`config.mk`:
```
export PLATFORM = sky130hd
export DESIGN_NAME = fp4_unpacker
export DESIGN_NICKNAME = d
export VERILOG_FILES = /design/src/rtl/fp4_unpacker.sv
export SDC_FILE = /design/constraint.sdc
export NUM_CORES = 1
export LEC_CHECK = 0
export ABC_AREA = 1
export CAP_MARGIN = 20
export CORE_MARGIN = 2
export CORE_UTILIZATION = 50
export CTS_CLUSTER_DIAMETER = 60
export DETAILED_ROUTE_END_ITERATION = 8
export GPL_TIMING_DRIVEN = 0
export PLACE_DENSITY = 0.79
export SYNTH_ARGS = -nofsm -noshare
export SYNTH_HDL_FRONTEND = slang
export SYNTH_SLANG_ARGS = --single-unit
```
`constraint.sdc`:
```
create_clock -name i_clk -period 2.89 [get_ports i_clk]
set_clock_uncertainty 0.05 [all_clocks]
set_input_delay 0.578 -clock i_clk [delete_from_list [all_inputs] [get_ports i_clk]]
set_output_delay 0.578 -clock i_clk [all_outputs]
set_load 0.05 [all_outputs]
```
`src/rtl/fp4_unpacker.sv`:
```
// Streaming fp4 (E2M1) word unpacker: one decoded MAC operand per cycle.
// Build option FP4_UNPACK_NORM_SUBNORM_EN normalizes subnormal 0.5 to I=1.
module fp4_unpacker #(
  parameter int LANES = 8,
  parameter int CW    = $clog2(LANES+1)
) (
  input  logic               i_clk,
  input  logic               i_rst,
  input  logic               i_clear,
  input  logic               i_word_valid,
  output logic               o_word_ready,
  input  logic [4*LANES-1:0] i_word,
  input  logic [CW-1:0]      i_lanes_used,
  input  logic               i_word_last,
  output logic               o_valid,
  input  logic               i_ready,
  output logic               o_sign,
  output logic [2:0]         o_exp_u,
  output logic [4:0]         o_sig_grs,
  output logic [CW-1:0]      o_lane,
  output logic               o_last
);

  localparam int            W    = 4*LANES;
  localparam logic [CW-1:0] LMAX = CW'(LANES);

  typedef enum logic {
    S_EMPTY,
    S_SERVE
  } state_t;

  state_t        r_state;
  state_t        w_state_nxt;
  logic [W-1:0]  r_buf;
  logic [CW-1:0] r_lane;
  logic [CW-1:0] r_used;
  logic          r_last;

  logic          w_full;
  logic          w_lane_end;
  logic          w_consume;
  logic          w_ready;
  logic          w_accept;
  logic [CW-1:0] w_used_in;
  logic [W-1:0]  w_shifted;
  logic [3:0]    w_nib;

  assign w_full     = (r_state == S_SERVE);
  assign w_lane_end = (r_lane == r_used - CW'(1));
  assign w_consume  = w_full & i_ready;

  // Ready on the final element's consume cycle gives back-to-back words.
  assign w_ready = ~i_rst & ~i_clear &
                   (~w_full | (w_consume & w_lane_end));
  assign w_accept = i_word_valid & w_ready;

  assign w_used_in =
    ((i_lanes_used == '0) || (i_lanes_used > LMAX))
      ? LMAX : i_lanes_used;

  always_comb begin
    w_state_nxt = r_state;
    unique case (r_state)
      S_EMPTY: begin
        if (w_accept)
          w_state_nxt = S_SERVE;
      end
      S_SERVE: begin
        if (w_consume & w_lane_end & ~w_accept)
          w_state_nxt = S_EMPTY;
      end
    endcase
    if (i_clear)
      w_state_nxt = S_EMPTY;
  end

  always_ff @(posedge i_clk or posedge i_rst) begin
    if (i_rst)
      r_state <= S_EMPTY;
    else
      r_state <= w_state_nxt;
  end

  always_ff @(posedge i_clk or posedge i_rst) begin
    if (i_rst) begin
      r_buf  <= '0;
      r_lane <= '0;
      r_used <= LMAX;
      r_last <= 1'b0;
    end else if (i_clear) begin
      r_lane <= '0;
    end else if (w_accept) begin
      r_buf  <= i_word;
      r_used <= w_used_in;
      r_last <= i_word_last;
      r_lane <= '0;
    end else if (w_consume) begin
      if (w_lane_end)
        r_lane <= '0;
      else
        r_lane <= r_lane + CW'(1);
    end
  end

  assign w_shifted = r_buf >> {r_lane, 2'b00};
  assign w_nib     = w_shifted[3:0];

  // Zero (either sign) falls to the default and decodes as +0.
  always_comb begin
    o_sign    = 1'b0;
    o_exp_u   = 3'd0;
    o_sig_grs = 5'd0;
    if (w_full) begin
      unique case (1'b1)
        (w_nib[2:1] != 2'b00): begin
          o_sign    = w_nib[3];
          o_exp_u   = {1'b0, w_nib[2:1]} - 3'd1;
          o_sig_grs = {1'b1, w_nib[0], 3'b000};
        end
        (w_nib[2:0] == 3'b001): begin
          o_sign = w_nib[3];
`ifdef FP4_UNPACK_NORM_SUBNORM_EN
          o_exp_u   = 3'b111;
          o_sig_grs = 5'b10000;
`else
          o_exp_u   = 3'd0;
          o_sig_grs = 5'b01000;
`endif
        end
        default: begin
          o_sign    = 1'b0;
          o_exp_u   = 3'd0;
          o_sig_grs = 5'd0;
        end
      endcase
    end
  end

  assign o_word_ready = w_ready;
  assign o_valid      = w_full;
  assign o_lane       = r_lane;
  assign o_last       = w_full & r_last & w_lane_end;

endmodule

```
# Yosys cells after proc, flatten, opt, wreduce, memory -nomap -nowiden
# Cells that the tools add are included.
# classes
add_sub_neg,3
magnitude_cmp,1
eq_ne,2
shifts,1
muxes,15
bitwise_logic,13
n_reduce_logical,6
# ops
op,count
$shr 32x6->4,1
$mux 4,5
$pmux 5 s2,1
$and 1x1->1,8
$mux 3,2
$mux 1,5
$mux 5,1
$add 4x1->4 const B,1
$eq 4x4->1,1
$gt 4x4->1 const B,1
$logic_not 4->1,1
$not 1->1,4
$sub 4x1->4 const B,1
$eq 3x1->1 const B,1
$reduce_bool 3->1,1
$sub 2x1->3 const B,1
$pmux 1 s2,1
$reduce_and 2->1,1
$reduce_bool 2->1,1
$reduce_or 2->1,1
$logic_or 1x1->1,1
$or 1x1->1,1
# totals
ff_bits,42
input_bits,42

# Depth between registers and ports, before layout
# depth
word_depth,11
mapped_depth,14

# Worst setup path before layout
# Ideal clock, no wire load.
# synth_timing
path_kind,reg2out
start,reg r_lane[0] (netlist: o_lane[0])
end,out o_exp_u[0]
t_arrival_ns,2.325
required_time_ns,2.262
path_slack_ns,-0.063
path_stages_with_launch,7
path_cell_list,dfrtp_1 -> buf_2 -> buf_2 -> o21ai_0 -> o211ai_1 -> nand3_1 -> a31oi_1
# synth_via
elab_chain_len,4
# synth_rtl
item,line_no,text
from (decl),35,logic [CW-1:0] r_lane;
from (signal assigned),101,r_lane <= r_lane + CW'(1);
$shr 32x6->4 (*),105,"assign w_shifted = r_buf >> {r_lane, 2'b00};"
$sub 2x1->3 or $reduce_bool 2->1 (tied branches),"117, 115",
$mux 3 (*),114,unique case (1'b1)
$mux 3 (*),113,if (w_full) begin
to (decl),18,"output logic [2:0] o_exp_u,"
# Mark *: on every way between the ends. The rest lies on a longest branch, timed or not.

# Worst setup path in the final report
# Ends and elaborated chain as after synthesis.

==> impl_summary.md <==
STA
The final hold violation count was 0. The peak clock frequency supported by timing is 359 MHz. The final number of max-transition violations is 0.

The worst-case headroom to the max-slew limit is 41.2%. Setup slack on the critical path of the routed design comes to 0.106 ns. The slew of the pin with the lowest slew margin is 0.881 ns.

The worst path uses 96.3% of the clock period. The clock period could shrink to 2.78 ns. Setup violations remaining at the end of the flow were counted as 0.

Floorplanning
Row generation in the floorplan step produced 25 rows. The area enclosed by the die boundary is 5330 µm². The width of the die is 73.0 µm. The top-level port count is 58. The effective utilization at floorplan is 51.1%.

From bottom edge to top edge, the die measures 73.0 µm. The area of the core is 4660 µm².

Logic synthesis
The mapped netlist covers 2380 µm². The portion of synthesized cell area occupied by the leading cell type is 43.1%. The synthesized design contains 0 enable-type register cells. The most common flop cell mapped by yosys is sky130_fd_sc_hd__dfrtp_1. The commonest cells after synthesis are 109 x sky130_fd_sc_hd__nand2_1, 41 x sky130_fd_sc_hd__dfrtp_1, 39 x sky130_fd_sc_hd__nand4_1, 30 x sky130_fd_sc_hd__nor2_1, 26 x sky130_fd_sc_hd__inv_1. By area the synthesized netlist is led by sky130_fd_sc_hd__dfrtp_1 43%, sky130_fd_sc_hd__nand2_1 17%, sky130_fd_sc_hd__nand4_1 10%.

The dominant cell by count in the synthesized netlist is sky130_fd_sc_hd__nand2_1. In this run the mean area of a mapped cell was 7.35 µm². Counting flops and latches in the post-synthesis netlist gives 42. Synthesis instantiated 26 different standard cells from the library.

Counting flops with an async set or reset pin after synthesis yields a share of 100%. The proportion of synthesized chip area in sequential cells is 44.2%. The synthesized instance count is 324.

The biggest area contributor in the post-synthesis netlist is sky130_fd_sc_hd__dfrtp_1. The Yosys warning count is 0.

Place
The placed wire-length estimate after detailed placement is 4630 µm. Timing analysis after detailed placement gives a worst setup slack of -0.486 ns. The number of placed instances with taps included is 434. The congestion estimate from routability-driven global placement came to 0.896. Port buffering added 53 buffers.

Layout
The post-route netlist has 11.6% of its cells at a drive strength greater than 1. In the final layout, the multi-input gates occupy 1100 µm². The total inserted antenna cells is 0. For this run, the number of standard cells in the final layout without fillers is 442. The number of fill cells is 413. The fraction of the core area covered by cells at the end of the flow is 66.2%. In the final layout, flip-flops and latches occupy 1050 µm². The net count of the finished layout is 431. From synthesis to final layout, the design area changed by 29.6%.

Routing
For this block, the routed nets add up to 6300 µm of wire. The via count normalized by instance count is 5.47. The post-detailed-route wirelength per cell is 14.2 µm.

The detail route stage leaves a number of antenna-violating nets equal to 0. The detailed router finished its first iteration with 325 violations. The pre-antenna-repair detailed-routing pass consisted of 5 iterations. After detailed routing, the number of remaining DRC violations is 0. The via count of the routed design is 2,416.

Critical path
The startpoint class of the critical path is a register. The worst setup path is of the reg -> out kind. The required time reported for the critical path endpoint is 2.26 ns. For the worst setup path, the data arrival time is 2.16 ns. Of all nets on the critical path, the largest fanout is 10.

The worst setup path is captured at an output pin.

GRT
The number of antenna violations at the first check in global routing is 0. The first global-routing pass estimated 10,500 µm of wire. The maximum number of pins on one net before global-route repair is 43.

Summed over all layers, the global routing overflow is 0. Global routing used 25.6% of the available tracks. The via count of the first global-routing pass was 2,244.

Clock tree
The maximum level of the CTS H-tree is 2. The clock net in this run drives a total of 42 sinks. The CTS tree is done. The master cell of the clock root buffer is sky130_fd_sc_hd__clkbuf_8.

The post-cts hold buffer count is 0. The clock-pin slew on the worst setup and hold paths is 0.08 ns. In this run, CTS created clock tree buffers numbering 5. The source-to-sink clock delay at the later pin of the worst-skew pair is 0.30 ns. After clock tree synthesis, the setup repair step added 0 buffers. In this run the deepest clock path goes through 2 buffers.

Worst hold path
The worst hold path class is reg -> reg.

Run status
The flow ran to the end, and the final reports show no timing, DRC or antenna violations.

Power and ir drop
The reported leakage power is 1.59 nW. Across the VDD grid, the largest voltage drop is 0.259 mV. Power spread over the standard cell area amounts to 502 nW/µm².

Job
The total of max-cap violations is 0.
==> per-stage QoR <==
step / setup TNS, ns / power (W) / hold slack [ns] / area (µm²)
2_1_floorplan: 0 / 0.00101 / 0.387 / 2400
3_3_place_gp: -1.60 / 0.00114 / 0.403 / 3000
3_5_place_dp: -1.60 / 0.00116 / 0.409 / 3000
4_1_cts: 0 / 0.00155 / 0.428 / 3080
5_1_grt: -0.0554 / 0.00164 / 0.444 / 3080
6_report: 0 / 0.00155 / 0.427 / 3080
==> report_power, final <==
| part | internal (W) | switching, W |
|---|---|---|
| combinational | 0.000168 | 0.000246 |
| clock | 0.000193 | 0.000199 |
| sequential | 0.000680 | 0.0000617 |
==> worst paths after layout <==
check | from | endpoint | slack, ns | cells past startpoint
setup / recovery | o_lane[0] | o_exp_u[0] | 0.11 | 7
hold / removal | r_buf[18] | r_buf[18] | 0.43 | 2
setup reg to reg | r_used[0] | r_buf[19] | 0.90 | 11
hold reg to reg | r_buf[18] | r_buf[18] | 0.43 | 2
max in group asynchronous | i_rst | o_lane[1] | 1.43 | 2
min in group asynchronous | i_rst | r_last | 0.76 | 2
==> worst max-delay path, cell delays in order (launching register included) <==
cell	delay (ns)
sky130_fd_sc_hd__dfrtp_1	0.41
sky130_fd_sc_hd__clkbuf_4	0.24
sky130_fd_sc_hd__clkbuf_4	0.23
sky130_fd_sc_hd__o21ai_0	0.09
sky130_fd_sc_hd__o211ai_1	0.26
sky130_fd_sc_hd__nand3_2	0.17
sky130_fd_sc_hd__a31oi_2	0.21
sky130_fd_sc_hd__buf_4	0.23
==> registers in the layout, indices dropped and copies added, names as in the netlist <==
register / flops
r_buf: 32
r_last: 1
o_lane: 4
o_valid: 1
r_used: 4
==> final cells by class <==
class                   count  area share, %
inverters                  28           3.41
clock inverters             1          0.162
well taps                  54           2.19
flip-flops and latches     42           34.2
plain buffers              26           5.11
multi-input cells         231           35.6
clock buffers               7           2.80
repair buffers             53           16.6
==> repair_timing <==
action / 4_1_cts / 5_1_grt
resized for setup: 26 / 16
setup endpoints to repair: 7 / 7
cloned: 0 / 0
==> layout by cell type, fill, tap and decap left out <==
master / count
sky130_fd_sc_hd__clkdlybuf4s18_2: 1
sky130_fd_sc_hd__dfstp_2: 1
sky130_fd_sc_hd__xor2_1: 4
sky130_fd_sc_hd__a31oi_2: 1
sky130_fd_sc_hd__o22ai_1: 2
sky130_fd_sc_hd__dfrtp_1: 40
sky130_fd_sc_hd__nand2_1: 109
sky130_fd_sc_hd__ha_1: 2
sky130_fd_sc_hd__nand2_2: 1
sky130_fd_sc_hd__clkbuf_4: 4
sky130_fd_sc_hd__nand3_2: 3
sky130_fd_sc_hd__inv_1: 24
sky130_fd_sc_hd__conb_1: 4
sky130_fd_sc_hd__clkdlybuf4s15_1: 1
sky130_fd_sc_hd__inv_2: 4
sky130_fd_sc_hd__clkdlybuf4s50_1: 46
sky130_fd_sc_hd__clkbuf_8: 6
sky130_fd_sc_hd__dfrtp_2: 1
sky130_fd_sc_hd__nor2_2: 1
sky130_fd_sc_hd__nand3_1: 9
sky130_fd_sc_hd__a31o_2: 1
sky130_fd_sc_hd__o21ai_0: 14
sky130_fd_sc_hd__buf_2: 9
sky130_fd_sc_hd__buf_4: 5
sky130_fd_sc_hd__xnor2_1: 1
sky130_fd_sc_hd__a21oi_1: 3
sky130_fd_sc_hd__o211ai_1: 3
sky130_fd_sc_hd__buf_6: 3
sky130_fd_sc_hd__nor2_1: 30
sky130_fd_sc_hd__clkbuf_1: 8
sky130_fd_sc_hd__clkbuf_2: 3
sky130_fd_sc_hd__clkinv_2: 1
sky130_fd_sc_hd__nand4_1: 39
sky130_fd_sc_hd__o21ai_1: 4
==> per-layer routing <==
| layer | vias up | GRT usage (%) | routed length [µm] |
|---|---|---|---|
| met3 | 15 | 4.83 | 571 |
| met4 | 0 | 10.3 | 151 |
| met1 | 1081 | 35.2 | 2680 |
| li1 | 1171 | - | - |
| met2 | 149 | 39.7 | 2890 |
| met5 | - | 0 | 0 |
==> logic make-up after synthesis <==
family                   share of synthesized area, %
buffers and inverters                            10.6
AO/OA/AOI/OAI                                    6.52
adder cells (fa/ha/maj)                          1.05
flip-flops                                       44.2
other                                           0.158
AND/OR/NAND/NOR                                  35.6
XOR/XNOR                                         1.84
(Power assumes the default switching activity.)
